<file path="src/rtl/forwarding_scoreboard.sv">
// Operand forwarding with youngest-first source priority plus a latency scoreboard for
// multi-cycle producers. Defining FWD_SCOREBOARD_STATS_EN adds stall/forward event counters.
module forwarding_scoreboard #(
    parameter int NREGS  = 32,
    parameter int NRD    = 2,
    parameter int NSRC   = 2,
    parameter int MAXLAT = 7,
    localparam int RW = $clog2(NREGS),
    localparam int LW = $clog2(MAXLAT + 1),
    localparam int SW = $clog2(NSRC + 1)
) (
    input  logic                CLK,
    input  logic                RST,
    input  logic                issue_valid,
    output logic                issue_ready,
    input  logic [NRD*RW-1:0]   rs_dec,
    input  logic                wen_dec,
    input  logic [RW-1:0]       rd_dec,
    input  logic [LW-1:0]       lat_dec,
    input  logic [NSRC-1:0]     src_wen,
    input  logic [NSRC*RW-1:0]  src_rd,
    input  logic [NSRC-1:0]     src_ready,
    input  logic                flush,
    output logic [NRD*SW-1:0]   fwd_sel,
    output logic                stall,
    output logic [NREGS-1:0]    busy_vec,
    output logic [31:0]         stall_count,
    output logic [31:0]         fwd_count
);
    logic [NREGS-1:0] busy_q, busy_d;
    logic [LW-1:0]    cnt_q [NREGS];
    logic [LW-1:0]    cnt_d [NREGS];
    logic [NRD-1:0]   hazard;
    logic             accept;
    logic             sb_write;
    logic [LW-1:0]    lat_sat;

    genvar gi;
    generate
        for (gi = 0; gi < NRD; gi++) begin : g_port
            logic [RW-1:0] rs;
            logic [SW-1:0] sel;
            logic          hit;
            logic          hit_ready;

            assign rs = rs_dec[gi*RW +: RW];

            // Scan oldest to youngest so the youngest matching source is assigned last and wins.
            always_comb begin
                sel       = '0;
                hit       = 1'b0;
                hit_ready = 1'b0;
                for (int k = NSRC - 1; k >= 0; k--) begin
                    if (src_wen[k] && (src_rd[k*RW +: RW] != '0) && (src_rd[k*RW +: RW] == rs)) begin
                        sel       = SW'(k + 1);
                        hit       = 1'b1;
                        hit_ready = src_ready[k];
                    end
                end
            end

            assign fwd_sel[gi*SW +: SW] = sel;
            // A matching source overrides the scoreboard: its readiness alone decides the hazard.
            assign hazard[gi] = (rs != '0) && (hit ? !hit_ready : busy_q[rs]);
        end

        if (MAXLAT < (1 << LW) - 1) begin : g_lat_clamp
            assign lat_sat = (lat_dec > LW'(MAXLAT)) ? LW'(MAXLAT) : lat_dec;
        end else begin : g_lat_pass
            assign lat_sat = lat_dec;
        end
    endgenerate

    assign stall       = issue_valid && (|hazard);
    assign issue_ready = !stall;
    assign accept      = issue_valid && issue_ready;
    assign sb_write    = accept && wen_dec && (rd_dec != '0) && (lat_dec != '0);
    assign busy_vec    = busy_q;

    // Countdown first, then a same-cycle issue write overrides, then flush overrides everything.
    always_comb begin
        busy_d = busy_q;
        cnt_d  = cnt_q;
        for (int r = 0; r < NREGS; r++) begin
            if (busy_q[r]) begin
                if (cnt_q[r] > LW'(1)) begin
                    cnt_d[r] = cnt_q[r] - LW'(1);
                end else begin
                    busy_d[r] = 1'b0;
                    cnt_d[r]  = '0;
                end
            end
        end
        if (sb_write) begin
            busy_d[rd_dec] = 1'b1;
            cnt_d[rd_dec]  = lat_sat;
        end
        if (flush) begin
            busy_d = '0;
            for (int r = 0; r < NREGS; r++) begin
                cnt_d[r] = '0;
            end
        end
    end

    always_ff @(posedge CLK or posedge RST) begin
        if (RST) begin
            busy_q <= '0;
            cnt_q  <= '{default: '0};
        end else begin
            busy_q <= busy_d;
            cnt_q  <= cnt_d;
        end
    end

`ifdef FWD_SCOREBOARD_STATS_EN
    logic [31:0] stall_count_q, stall_count_d;
    logic [31:0] fwd_count_q, fwd_count_d;
    logic        fwd_hit;

    always_comb begin
        fwd_hit = 1'b0;
        for (int p = 0; p < NRD; p++) begin
            if (fwd_sel[p*SW +: SW] != '0) begin
                fwd_hit = 1'b1;
            end
        end
        stall_count_d = stall_count_q;
        fwd_count_d   = fwd_count_q;
        if (stall && (stall_count_q != '1)) begin
            stall_count_d = stall_count_q + 32'd1;
        end
        if (accept && fwd_hit && (fwd_count_q != '1)) begin
            fwd_count_d = fwd_count_q + 32'd1;
        end
    end

    always_ff @(posedge CLK or posedge RST) begin
        if (RST) begin
            stall_count_q <= '0;
            fwd_count_q   <= '0;
        end else begin
            stall_count_q <= stall_count_d;
            fwd_count_q   <= fwd_count_d;
        end
    end

    assign stall_count = stall_count_q;
    assign fwd_count   = fwd_count_q;
`else
    assign stall_count = '0;
    assign fwd_count   = '0;
`endif

endmodule
</file>
<file path="config.mk">
export PLATFORM = sky130hd
export DESIGN_NAME = forwarding_scoreboard
export DESIGN_NICKNAME = d
export VERILOG_FILES = /design/src/rtl/forwarding_scoreboard.sv
export SDC_FILE = /design/constraint.sdc
export NUM_CORES = 1
export LEC_CHECK = 0
export BUFFER_PORTS_ARGS = -buffer_cell sky130_fd_sc_hd__buf_2
export CORE_MARGIN = 4
export CORE_UTILIZATION = 59
export DETAILED_ROUTE_END_ITERATION = 10
export PLACE_DENSITY = 0.92
export RECOVER_POWER = 50
export SLEW_MARGIN = 25
export SYNTH_ARGS = -nofsm -noshare
export SYNTH_HDL_FRONTEND = slang
export SYNTH_SLANG_ARGS = --single-unit
</file>
<file path="constraint.sdc">
create_clock -name CLK -period 4.26 [get_ports CLK]
set_input_delay 0.213 -clock CLK [delete_from_list [all_inputs] [get_ports CLK]]
set_output_delay 0.213 -clock CLK [all_outputs]
set_load 0.02 [all_outputs]
</file>
==> impl_metrics.py <==
metrics = {
    "run_status": {
        "status": "complete, but fails checks",
        "violations": "capacitance limit, slew limit",
    },
    "yosys": {
        "synthAdderAreaFrac_pct": 8.00,
        "synth-simple-area-share_pct": 15.3,
        "syn_avg_cell_area_um2": 9.68,
        "syn_inst": 1034,
        "async_reset_ff_share_pct": 100,
        "synth_top_family_by_area": "compound AO/OA/AOI/OAI gates",
        "syn-cell-area_um2": 10000,
        "synth_xor_area_share_pct": 1.75,
        "ys_seq_area_share_pct": 32.0,
        "synthMuxAreaShare_pct": 13.9,
        "ys_ff_latch": 128,
        "synthDistinctLibCells": 51,
        "synth_compound_area_share_pct": 19.2,
        "yosysWarnings": 0,
        "synth-main-ff-cell": "dfrtp_1",
        "synth_edf_count": 0,
    },
    "timing": {
        "finalCritPeriodShare_pct": 81.3,
        "final_max_slew_viol_count": 77,
        "clock.fmax_ghz": 0.289,
        "max-slew-margin-rel_pct": -98.8,
        "fin_setup_tns_ns": 0,
        "grt_setup_unrepaired": "false",
        "worstMarginPinSlew_ns": 2.98,
        "finalCriticalPeriod_ns": 3.46,
        "hold_viol": 0,
        "setup_viol": 0,
        "fin_skew_ns": 0.00691,
    },
    "worst_hold_path": {
        "hp-class": "in2reg",
        "whs_path_depth": 4,
    },
    "drt": {
        "ant_nets": 0,
        "drc": 0,
        "viasPerCell": 6.16,
        "drt-initial-drc-count": 727,
        "wirelength_mm": 25.8,
        "wl_per_cell_um": 19.4,
        "firstDrtPassIters": 5,
        "dr_total_vias": 8206,
    },
    "setup_path": {
        "ff2ff_path_depth": 7,
        "crit_arrival_ns": 3.25,
        "worstPathMaxFanout": 12,
        "path_class": "reg2out",
        "required_ns": 4.05,
        "cp-end-kind": "output port",
        "startpoint_type": "flip-flop",
    },
    "clock_network": {
        "cts_resized": 0,
        "path_clk_slew_ns": 0.06,
        "clock_latency_ns": 0.43,
        "cts_setup_buffers": 0,
        "h-tree-depth": 4,
        "cts_max_path_buffers": 2,
        "cts.sinks": 128,
        "numCtsBuffers": 17,
        "root_buffer": "clkbuf_16",
        "cts_tree": "yes",
        "postCtsHoldBufs": 0,
    },
    "finish": {
        "nFillCells": 1221,
        "postLayoutCellArea_um2": 10900,
        "final_common_cell": "nor2_1",
        "post_route_cells_drive_above_1_share_pct": 13.8,
        "final_cell_mix": "nor2_1 (129), dfrtp_1 (128), mux2i_1 (69), inv_1 (69), a21oi_1 (65)",
        "seq_area_um2": 3200,
        "layout.nets": 1198,
        "multi_input_comb_area_um2": 6080,
        "final_core_util_pct": 65.6,
        "syn_to_final_growth_pct": 8.75,
    },
    "job": {
        "maxCapViolations": 1,
    },
    "grt": {
        "track_usage_pct": 26.8,
        "grt_pass1_vias": 8393,
        "grt_pass1_wl_mm": 42.0,
        "antenna_found_initial": 3,
        "grt_max_degree": 77,
        "overflow": 0,
    },
    "placed_design": {
        "dpl.hpwl_mm": 17.6,
        "io_buffers": 74,
        "placed_area_um2": 10400,
        "gp_congestion": 0.891,
    },
    "power": {
        "powerDensity_nw_per_um2": 274,
        "ir_drop_mv": 0.274,
        "p_leak_nw": 4.83,
    },
    "floorplan": {
        "die_area_um2": 19100,
        "initial_core_util_pct": 60.4,
        "die_y_um": 138,
        "io_pins": 139,
        "core_area_um2": 16600,
        "rows": 47,
        "die_x_um": 138,
    },
}
## cells by family (layout without fill, tap and decap cells)
group / Yosys count / after routing
buffers and inverters: 179 / 192
other: 1 / 66
muxes: 118 / 118
adders and majority gates: 64 / 64
xor gates and xnor gates: 20 / 20
AOI/OAI and AO/OA: 211 / 211
and+or+nand+nor: 313 / 313
DFF: 128 / 128
## routing by layer
metal | global-route usage, % | share of wire (%) | vias to the layer above
li1 | - | - | 3698
met1 | 32.3 | 39 | 4037
met2 | 45.9 | 50 | 393
met3 | 6.28 | 8.5 | 76
met4 | 11.3 | 3.0 | 2
met5 | 0 | 0.031 | -
## synth_stat cells (4+ instances only)
| master | instances | area share (%) |
|---|---|---|
| nor2_1 | 129 | 4.8 |
| dfrtp_1 | 128 | 32 |
| buf_4 | 71 | 5.3 |
| inv_1 | 69 | 2.6 |
| mux2i_1 | 69 | 6.9 |
| a21oi_1 | 65 | 3.2 |
| ha_1 | 64 | 8.0 |
| nand2_1 | 44 | 1.7 |
| nor4_1 | 35 | 2.2 |
| nand2b_1 | 34 | 2.1 |
| o21ai_0 | 34 | 1.7 |
| and2_1 | 32 | 2.0 |
| a211o_1 | 31 | 2.7 |
| o22ai_1 | 31 | 1.9 |
| clkbuf_1 | 28 | 1.0 |
| o311ai_4 | 27 | 7.1 |
| mux2_1 | 24 | 2.7 |
| mux2_2 | 12 | 1.4 |
| nand3_1 | 12 | 0.60 |
| xnor2_1 | 10 | 0.87 |
| xor2_1 | 10 | 0.87 |
| mux4_2 | 9 | 2.0 |
| nor3_1 | 8 | 0.40 |
| nor2b_1 | 7 | 0.44 |
| buf_2 | 6 | 0.30 |
| a221oi_1 | 4 | 0.35 |
| buf_6 | 4 | 0.45 |
## final timing paths
path	from	slack, ns	to
max in group asynchronous	RST	0.93	cnt_q[64]
min in group asynchronous	RST	1.41	cnt_q[94]
max	busy_vec[29]	0.80	issue_ready
max reg2reg	busy_vec[29]	1.16	cnt_q[71]
min reg2reg	cnt_q[93]	0.62	cnt_q[93]
min	rd_dec[2]	0.28	cnt_q[13]
## worst max-delay path, stage by stage, from the launching register on
cell,delay (ns)
dfrtp_1,0.51
mux4_2,0.50
mux2i_1,0.14
nand3_1,0.14
a31oi_4,0.71
buf_4,0.29
nor3_1,0.09
o21ai_0,0.22
buf_2,0.20
## state kept, by name, summed over array words and instances (netlist names)
signal	flops
cnt_q	96
busy_vec	32
## stage by stage
stage / hold WS, ns / instances / power (mW) / worst slack, ns
after global routing: 0.302 / 1332 / 3.07 / 0.378
after floorplan: 0.429 / 1097 / 1.54 / 0.634
after detailed placement: 0.497 / 1297 / 1.59 / 1.05
after CTS: 0.0471 / 1329 / 2.99 / 0.804
final: 0.285 / 1332 / 2.98 / 0.798
after global placement: 0.497 / 1297 / 1.58 / 1.17
## power by group
part           leakage, nW  switching, mW  total (mW)  internal [mW]
clock network        0.275          0.541        1.41          0.866
registers             1.79        0.00314        1.22           1.22
logic                 2.77          0.267       0.351         0.0841
total                 4.83          0.811        2.98           2.17
## cell type report
cell class	instances	share of cell area, %
multi-input cells	790	55.9
flip-flops and latches	128	29.4
repair buffers	91	4.57
clock buffers	20	4.10
well taps	220	2.53
inverters	69	2.38
clock inverters	12	1.08
diodes	2	0.0460
Power figures use the tool's default switching activity.
